===== src/rtl/spi_pkg.sv =====
// Shared definitions for the parametrised SPI master.
// Contents:
//   state_t           - transfer sequencer states
//   SPI_MODE0..3      - SPI modes encoded as {cpol, cpha}
package spi_pkg;

    typedef enum logic [2:0] {
        ST_IDLE  = 3'd0,
        ST_SETUP = 3'd1,
        ST_LEAD  = 3'd2,
        ST_TRAIL = 3'd3,
        ST_HOLD  = 3'd4
    } state_t;

    localparam logic [1:0] SPI_MODE0 = 2'b00;
    localparam logic [1:0] SPI_MODE1 = 2'b01;
    localparam logic [1:0] SPI_MODE2 = 2'b10;
    localparam logic [1:0] SPI_MODE3 = 2'b11;

endpackage


===== src/rtl/spi_clk_tick.sv =====
// Half-period tick generator: down-counter reloaded on transfer accept and at
// every phase boundary, so each phase lasts exactly reload+1 cycles.
// Ports:
//   clk, rst  - clock, async active-high reset
//   load      - transfer accepted this cycle
//   run       - a transfer is in progress
//   reload    - half-period length minus one
//   tick_c    - combinational one-cycle pulse on the last cycle of a phase
module spi_clk_tick #(
    parameter int unsigned DIV_W = 8
) (
    input  logic             clk,
    input  logic             rst,
    input  logic             load,
    input  logic             run,
    input  logic [DIV_W-1:0] reload,
    output logic             tick_c
);

    logic [DIV_W-1:0] cnt;

    assign tick_c = run && (cnt == '0);

    // Reload instead of wrapping so the maximum divider never overflows mid-phase.
    always_ff @(posedge clk or posedge rst) begin
        if (rst) begin
            cnt <= '0;
        end else if (load || tick_c) begin
            cnt <= reload;
        end else if (run) begin
            cnt <= cnt - DIV_W'(1);
        end
    end

endmodule


===== src/rtl/spi_master_param.sv =====
// Parametrised SPI master: configurable word width, runtime CPOL/CPHA,
// programmable SCLK divider, bit order and multiple active-low chip selects.
// Optional feature macro: SPI_MASTER_LOOPBACK_EN (adds loopback_i; receive
// path takes the internal mosi and the external pins stay idle).
// Ports:
//   clk_i, rst_i                 - clock, async active-high reset
//   start_i                      - transfer request, accepted only when idle
//   data_in_bi, cpol_i, cpha_i,
//   div_i, cs_sel_i              - transfer configuration, latched on accept
//   busy_o, done_o, data_out_bo  - status and received word
//   spi_miso_i, spi_mosi_o,
//   spi_sclk_o, spi_cs_n_o       - SPI pins
module spi_master_param
    import spi_pkg::*;
#(
    parameter int unsigned  DATA_W    = 8,
    parameter int unsigned  DIV_W     = 8,
    parameter int unsigned  NUM_CS    = 1,
    parameter bit           LSB_FIRST = 1'b1,
    localparam int unsigned CS_W      = (NUM_CS > 1) ? $clog2(NUM_CS) : 1
) (
    input  logic              clk_i,
    input  logic              rst_i,
    input  logic              start_i,
    input  logic [DATA_W-1:0] data_in_bi,
    input  logic              cpol_i,
    input  logic              cpha_i,
    input  logic [DIV_W-1:0]  div_i,
    input  logic [CS_W-1:0]   cs_sel_i,
`ifdef SPI_MASTER_LOOPBACK_EN
    input  logic              loopback_i,
`endif
    output logic              busy_o,
    output logic              done_o,
    output logic [DATA_W-1:0] data_out_bo,
    input  logic              spi_miso_i,
    output logic              spi_mosi_o,
    output logic              spi_sclk_o,
    output logic [NUM_CS-1:0] spi_cs_n_o
);

    localparam int unsigned   BW       = $clog2(DATA_W);
    localparam logic [BW-1:0] LAST_BIT = BW'(DATA_W - 1);

    state_t            state, state_d;
    logic [DATA_W-1:0] tx_q, rx_q, rx_d;
    logic [BW-1:0]     bit_q, bit_d, next_bit, sample_pos;
    logic [DIV_W-1:0]  div_q;
    logic [CS_W-1:0]   cs_q, cs_idx_d;
    logic              cpol_q, cpol_d, cpha_q;
    logic              mosi_q, mosi_d, sclk_q, sclk_d, cs_low_q, cs_low_d;
    logic              done_d, sample_en, sample_bit, accept, tick, lb_d;

    // Wire position of logical bit b, shared by transmit and receive.
    function automatic logic [BW-1:0] bit_pos(input logic [BW-1:0] b);
        return LSB_FIRST ? b : LAST_BIT - b;
    endfunction

    assign accept     = (state == ST_IDLE) && start_i;
    assign next_bit   = bit_q + BW'(1);
    assign cpol_d     = accept ? cpol_i : cpol_q;
    assign cs_idx_d   = !accept ? cs_q : ((32'(cs_sel_i) >= NUM_CS) ? '0 : cs_sel_i);
    assign sample_bit = lb_d ? mosi_q : spi_miso_i;

`ifdef SPI_MASTER_LOOPBACK_EN
    logic lb_q;

    always_ff @(posedge clk_i or posedge rst_i) begin
        if (rst_i) begin
            lb_q <= 1'b0;
        end else if (accept) begin
            lb_q <= loopback_i;
        end
    end

    assign lb_d = accept ? loopback_i : lb_q;
`else
    assign lb_d = 1'b0;
`endif

    spi_clk_tick #(.DIV_W(DIV_W)) u_tick (
        .clk    (clk_i),
        .rst    (rst_i),
        .load   (accept),
        .run    (state != ST_IDLE),
        .reload (accept ? div_i : div_q),
        .tick_c (tick)
    );

    // State register.
    always_ff @(posedge clk_i or posedge rst_i) begin
        if (rst_i) begin
            state <= ST_IDLE;
        end else begin
            state <= state_d;
        end
    end

    // Sequencer: leading edge on LEAD entry, trailing edge on TRAIL entry.
    always_comb begin
        state_d    = state;
        bit_d      = bit_q;
        mosi_d     = mosi_q;
        sclk_d     = sclk_q;
        cs_low_d   = cs_low_q;
        done_d     = 1'b0;
        sample_en  = 1'b0;
        sample_pos = bit_q;
        case (state)
            ST_IDLE: begin
                sclk_d   = cpol_q;
                mosi_d   = 1'b0;
                cs_low_d = 1'b0;
                if (start_i) begin
                    state_d  = ST_SETUP;
                    bit_d    = '0;
                    sclk_d   = cpol_i;
                    cs_low_d = 1'b1;
                    mosi_d   = cpha_i ? 1'b0 : data_in_bi[bit_pos('0)];
                end
            end
            ST_SETUP: begin
                if (tick) begin
                    state_d = ST_LEAD;
                    sclk_d  = ~cpol_q;
                    if (cpha_q) mosi_d = tx_q[bit_pos(bit_q)];
                    else        sample_en = 1'b1;
                end
            end
            ST_LEAD: begin
                if (tick) begin
                    state_d = ST_TRAIL;
                    sclk_d  = cpol_q;
                    if (cpha_q)                  sample_en = 1'b1;
                    else if (bit_q != LAST_BIT)  mosi_d = tx_q[bit_pos(next_bit)];
                end
            end
            ST_TRAIL: begin
                if (tick) begin
                    if (bit_q == LAST_BIT) begin
                        state_d = ST_HOLD;
                    end else begin
                        state_d    = ST_LEAD;
                        bit_d      = next_bit;
                        sclk_d     = ~cpol_q;
                        sample_pos = next_bit;
                        if (cpha_q) mosi_d = tx_q[bit_pos(next_bit)];
                        else        sample_en = 1'b1;
                    end
                end
            end
            ST_HOLD: begin
                if (tick) begin
                    state_d  = ST_IDLE;
                    cs_low_d = 1'b0;
                    mosi_d   = 1'b0;
                    done_d   = 1'b1;
                end
            end
            default: state_d = ST_IDLE;
        endcase
    end

    // Receive assembly.
    always_comb begin
        rx_d = rx_q;
        if (sample_en) rx_d[bit_pos(sample_pos)] = sample_bit;
    end

    // Datapath and registered pins; loopback holds the pins at their idle levels.
    always_ff @(posedge clk_i or posedge rst_i) begin
        if (rst_i) begin
            tx_q        <= '0;
            rx_q        <= '0;
            bit_q       <= '0;
            div_q       <= '0;
            cs_q        <= '0;
            cpol_q      <= 1'b0;
            cpha_q      <= 1'b0;
            mosi_q      <= 1'b0;
            sclk_q      <= 1'b0;
            cs_low_q    <= 1'b0;
            busy_o      <= 1'b0;
            done_o      <= 1'b0;
            data_out_bo <= '0;
            spi_mosi_o  <= 1'b0;
            spi_sclk_o  <= 1'b0;
            spi_cs_n_o  <= '1;
        end else begin
            if (accept) begin
                tx_q   <= data_in_bi;
                cpha_q <= cpha_i;
                div_q  <= div_i;
            end
            rx_q     <= rx_d;
            bit_q    <= bit_d;
            cs_q     <= cs_idx_d;
            cpol_q   <= cpol_d;
            mosi_q   <= mosi_d;
            sclk_q   <= sclk_d;
            cs_low_q <= cs_low_d;
            busy_o   <= (state_d != ST_IDLE);
            done_o   <= done_d;
            if (done_d) data_out_bo <= rx_q;
            spi_mosi_o <= mosi_d && !lb_d;
            spi_sclk_o <= lb_d ? cpol_d : sclk_d;
            spi_cs_n_o <= (cs_low_d && !lb_d) ? ~(NUM_CS'(1) << cs_idx_d) : '1;
        end
    end

endmodule


===== config.mk =====
export PLATFORM = sky130hd
export DESIGN_NAME = spi_master_param
export DESIGN_NICKNAME = d
export VERILOG_FILES = /design/src/rtl/spi_pkg.sv /design/src/rtl/spi_clk_tick.sv /design/src/rtl/spi_master_param.sv
export SDC_FILE = /design/constraint.sdc
export NUM_CORES = 1
export LEC_CHECK = 0
export ABC_AREA = 1
export BUFFER_PORTS_ARGS = -buffer_cell sky130_fd_sc_hd__buf_2
export CAP_MARGIN = 20
export CORE_MARGIN = 3
export CORE_UTILIZATION = 50
export CTS_CLUSTER_SIZE = 8
export DETAILED_ROUTE_END_ITERATION = 8
export HOLD_SLACK_MARGIN = 0.08
export PLACE_DENSITY = 0.7
export SLEW_MARGIN = 20
export SYNTH_ARGS = -nofsm -noshare
export SYNTH_HDL_FRONTEND = slang
export SYNTH_SLANG_ARGS = --single-unit

===== constraint.sdc =====
create_clock -name clk_i -period 3.45 [get_ports clk_i]
set_input_delay 0.1725 -clock clk_i [delete_from_list [all_inputs] [get_ports clk_i]]
set_output_delay 0.1725 -clock clk_i [all_outputs]
set_load 0.05 [all_outputs]

==> flow_metrics.tcl <==
set metrics [dict create \
    via_per_inst 5.07 \
    synth-main-ff-cell "dfrtp_1" \
    startpoint_type "flop" \
    hold_path_class "in -> reg" \
    cts_setup_buffers 0 \
    fin_tns_setup_ps 0 \
    dpl.hpwl_um 4480 \
    ys_types 37 \
    netlist_area_sq_mm 0.00304 \
    synth_cells 386 \
    drv_slew 0 \
    cp_slowest_cell "nor2_1" \
    critPathMaxStageDelay_ps 540 \
    finClkSkew_ps 10.0 \
    postSynthAreaPerCell_sq_um 7.87 \
    worst_path_dominant_cell_family "simple AND/OR/NAND/NOR gates" \
    max_slew.worst_pin.slew_ps 704 \
    setup_violations 0 \
    ctsResizeCount 0 \
    ys_seq_area_share_pct 45.3 \
    antenna_found_initial 0 \
    postRouteAntennaNets 0 \
    first_pass_iters 4 \
    grt_pass1_vias 2433 \
    crit_start "u_tick.cnt[0]" \
    grtUsageTotal_pct 18.7 \
    final_nets 459 \
    drcViolationCount 0 \
    status "complete, no violations" \
    hp-start "div_i[5]" \
    io_buffers 34 \
    syn_to_final_growth_pct 13.4 \
    drive_above_1_share_pct 17.8 \
    timing.rr.start "u_tick.cnt[0]" \
    power.density_mw_per_mm2 723 \
    grt_max_degree 56 \
    gp_congestion 0.857 \
    die_area_sq_mm 0.00705 \
    clockBufferDepth 2 \
    cts.sink_count 55 \
    crit_arrival_ps 2530 \
    initial_core_util_pct 53.2 \
    power_mw 2.49 \
    drt-total-wl_um 6190 \
    yosysWarningCount 0 \
    coreArea_sq_mm 0.00571 \
    synth-edff-count 0 \
    cts_hold_buf 9 \
    leakage_nw 1.76 \
    clk_pin_slew_worst_paths_ps 90 \
    fmax_mhz 429 \
    numCtsBuffers 5 \
    ioPinCount 36 \
    synth_nets 414 \
    routedWlPerCell_um 12.3 \
    root_buffer "clkbuf_8" \
    ys_ff_latch 55 \
    cts_tree "yes" \
    diodes 0 \
    row_count 27 \
    cp_num_buf_inv 1 \
    cp.required_ps 3660 \
    hold_viol_final 0 \
    die_x_um 84.0 \
    fin_crit_sh_pct 67.5 \
    maxCapViolCount 0 \
    rsz0062_at_grt "no" \
    grt_pass1_wl_um 11000 \
    htreeDepth 2 \
    cp_max_fo 11 \
    clock_latency_ps 310 \
    layout_common_cells "101 x nand2_1, 54 x dfrtp_1, 50 x inv_1" \
    grt-ovfl-total 0 \
    cp_cell_sequence "inv_1 > ha_1 > nand3_1 > nor2_1 > nand3_1 > nand3_2 > nand2_2 > nor2_2 > nand3_1 > nand2_1 > nand2_1" \
    final_common_cell "nand2_1" \
    dpl_cell_area_sq_mm 0.00326 \
    vias 2557 \
    synthArstFlopShare_pct 100 \
    final_area_sq_mm 0.00345 \
    fin_crit_ps 2330 \
    dieHeight_um 84.0 \
    vdd_drop_max_mv 0.393 \
    max_slew_margin_pct 53.1 \
    cpMostUsedCell "nand3_1" \
    cp-end-kind "flop" \
    first_iter_violations 92 \
    crit_type "reg -> reg" \
]
[per-stage QoR]
stage	utilization, %	hold WS, ps	cells	setup slack, ps
floorplan	-	282	386	1700
global placement	57.1	367	487	1200
detailed placement	57.1	393	487	1160
CTS	60.4	84.5	504	1130
global route	60.4	101	504	863
finish	60.4	87.3	504	1120
[cell type report]
| cell class | instances | area (sq um) |
|---|---|---|
| fillers | 567 | 2260 |
| clock buffers | 7 | 86.3 |
| repair buffers | 44 | 268 |
| flip-flops and latches | 55 | 1380 |
| inverters | 59 | 224 |
| multi-input cells | 266 | 1390 |
| clock inverters | 1 | 8.76 |
| well taps | 72 | 90.1 |
[layer usage]
metal | routed length (um) | share of wire (%) | GRT usage (%) | up-vias
li1 | - | - | - | 1329
met1 | 3000 | 48 | 25.1 | 1184
met2 | 2960 | 48 | 32.0 | 40
met3 | 175 | 2.8 | 3.36 | 4
met4 | 48 | 0.78 | 3.51 | 0
met5 | 0 | 0 | 0 | -
[state kept, by name (all words and copies together) (netlist names), 3 cells and up]
signal,cells
div_q,8
rx_q,8
bit_q,3
data_out_bo,8
tx_q,8
state,3
u_tick.cnt,8
[synthesized netlist by cell type (2+ instances only)]
| cell type | number | area share [%] |
|---|---|---|
| o211ai_1 | 4 | 0.99 |
| nand4_1 | 8 | 1.6 |
| nand2_1 | 101 | 12 |
| o21ai_2 | 4 | 1.2 |
| nor2_2 | 3 | 0.62 |
| inv_1 | 51 | 6.3 |
| nor2_4 | 4 | 1.5 |
| o21ai_0 | 40 | 6.6 |
| xor2_1 | 5 | 1.4 |
| ha_1 | 5 | 2.1 |
| nand3_1 | 23 | 3.8 |
| dfrtp_1 | 54 | 44 |
| inv_2 | 6 | 0.74 |
| mux2i_1 | 2 | 0.66 |
| buf_2 | 3 | 0.49 |
| o21ai_1 | 5 | 0.82 |
| buf_6 | 2 | 0.74 |
| nand3_2 | 4 | 1.3 |
| nor2_1 | 28 | 3.5 |
| nand2_2 | 4 | 0.82 |
| nand2_4 | 3 | 1.1 |
| a21oi_1 | 10 | 1.6 |
| o22ai_1 | 3 | 0.62 |
[power by group]
part	total [mW]	switching [mW]	internal, mW
Combinational	1.10	0.720	0.381
Clock	0.371	0.206	0.165
Sequential	1.02	0.160	0.859
Total	2.49	1.09	1.41
[worst reg2reg max path, stage by stage (launching register included)]
cell and delay [ps]:
dfrtp_1 380, inv_1 130, ha_1 200, nand3_1 90, nor2_1 540, nand3_1 240
nand3_2 150, nand2_2 110, nor2_2 190, nand3_1 90, nand2_1 60, nand2_1 40
[kinds of logic after synthesis]
| kind of cell | share of synthesized area, % |
|---|---|
| AND/OR/NAND/NOR | 29.1 |
| AO/OA/AOI/OAI | 12.6 |
| buffers and inverters | 8.85 |
| flip-flops | 45.3 |
| XOR/XNOR | 1.44 |
| adder cells (fa/ha/maj) | 2.06 |
| multiplexers | 0.659 |
[worst paths after layout]
path	cells after the start	end	slack, ps
min in group asynchronous	4	div_q[1]	580
max in group asynchronous	4	rx_q[7]	2380
max reg2reg	11	rx_q[0]	1120
min reg2reg	2	cs_q	470
min	3	div_q[5]	90
max	11	rx_q[0]	1120
No activity file was read; power rests on OpenSTA's default activity.
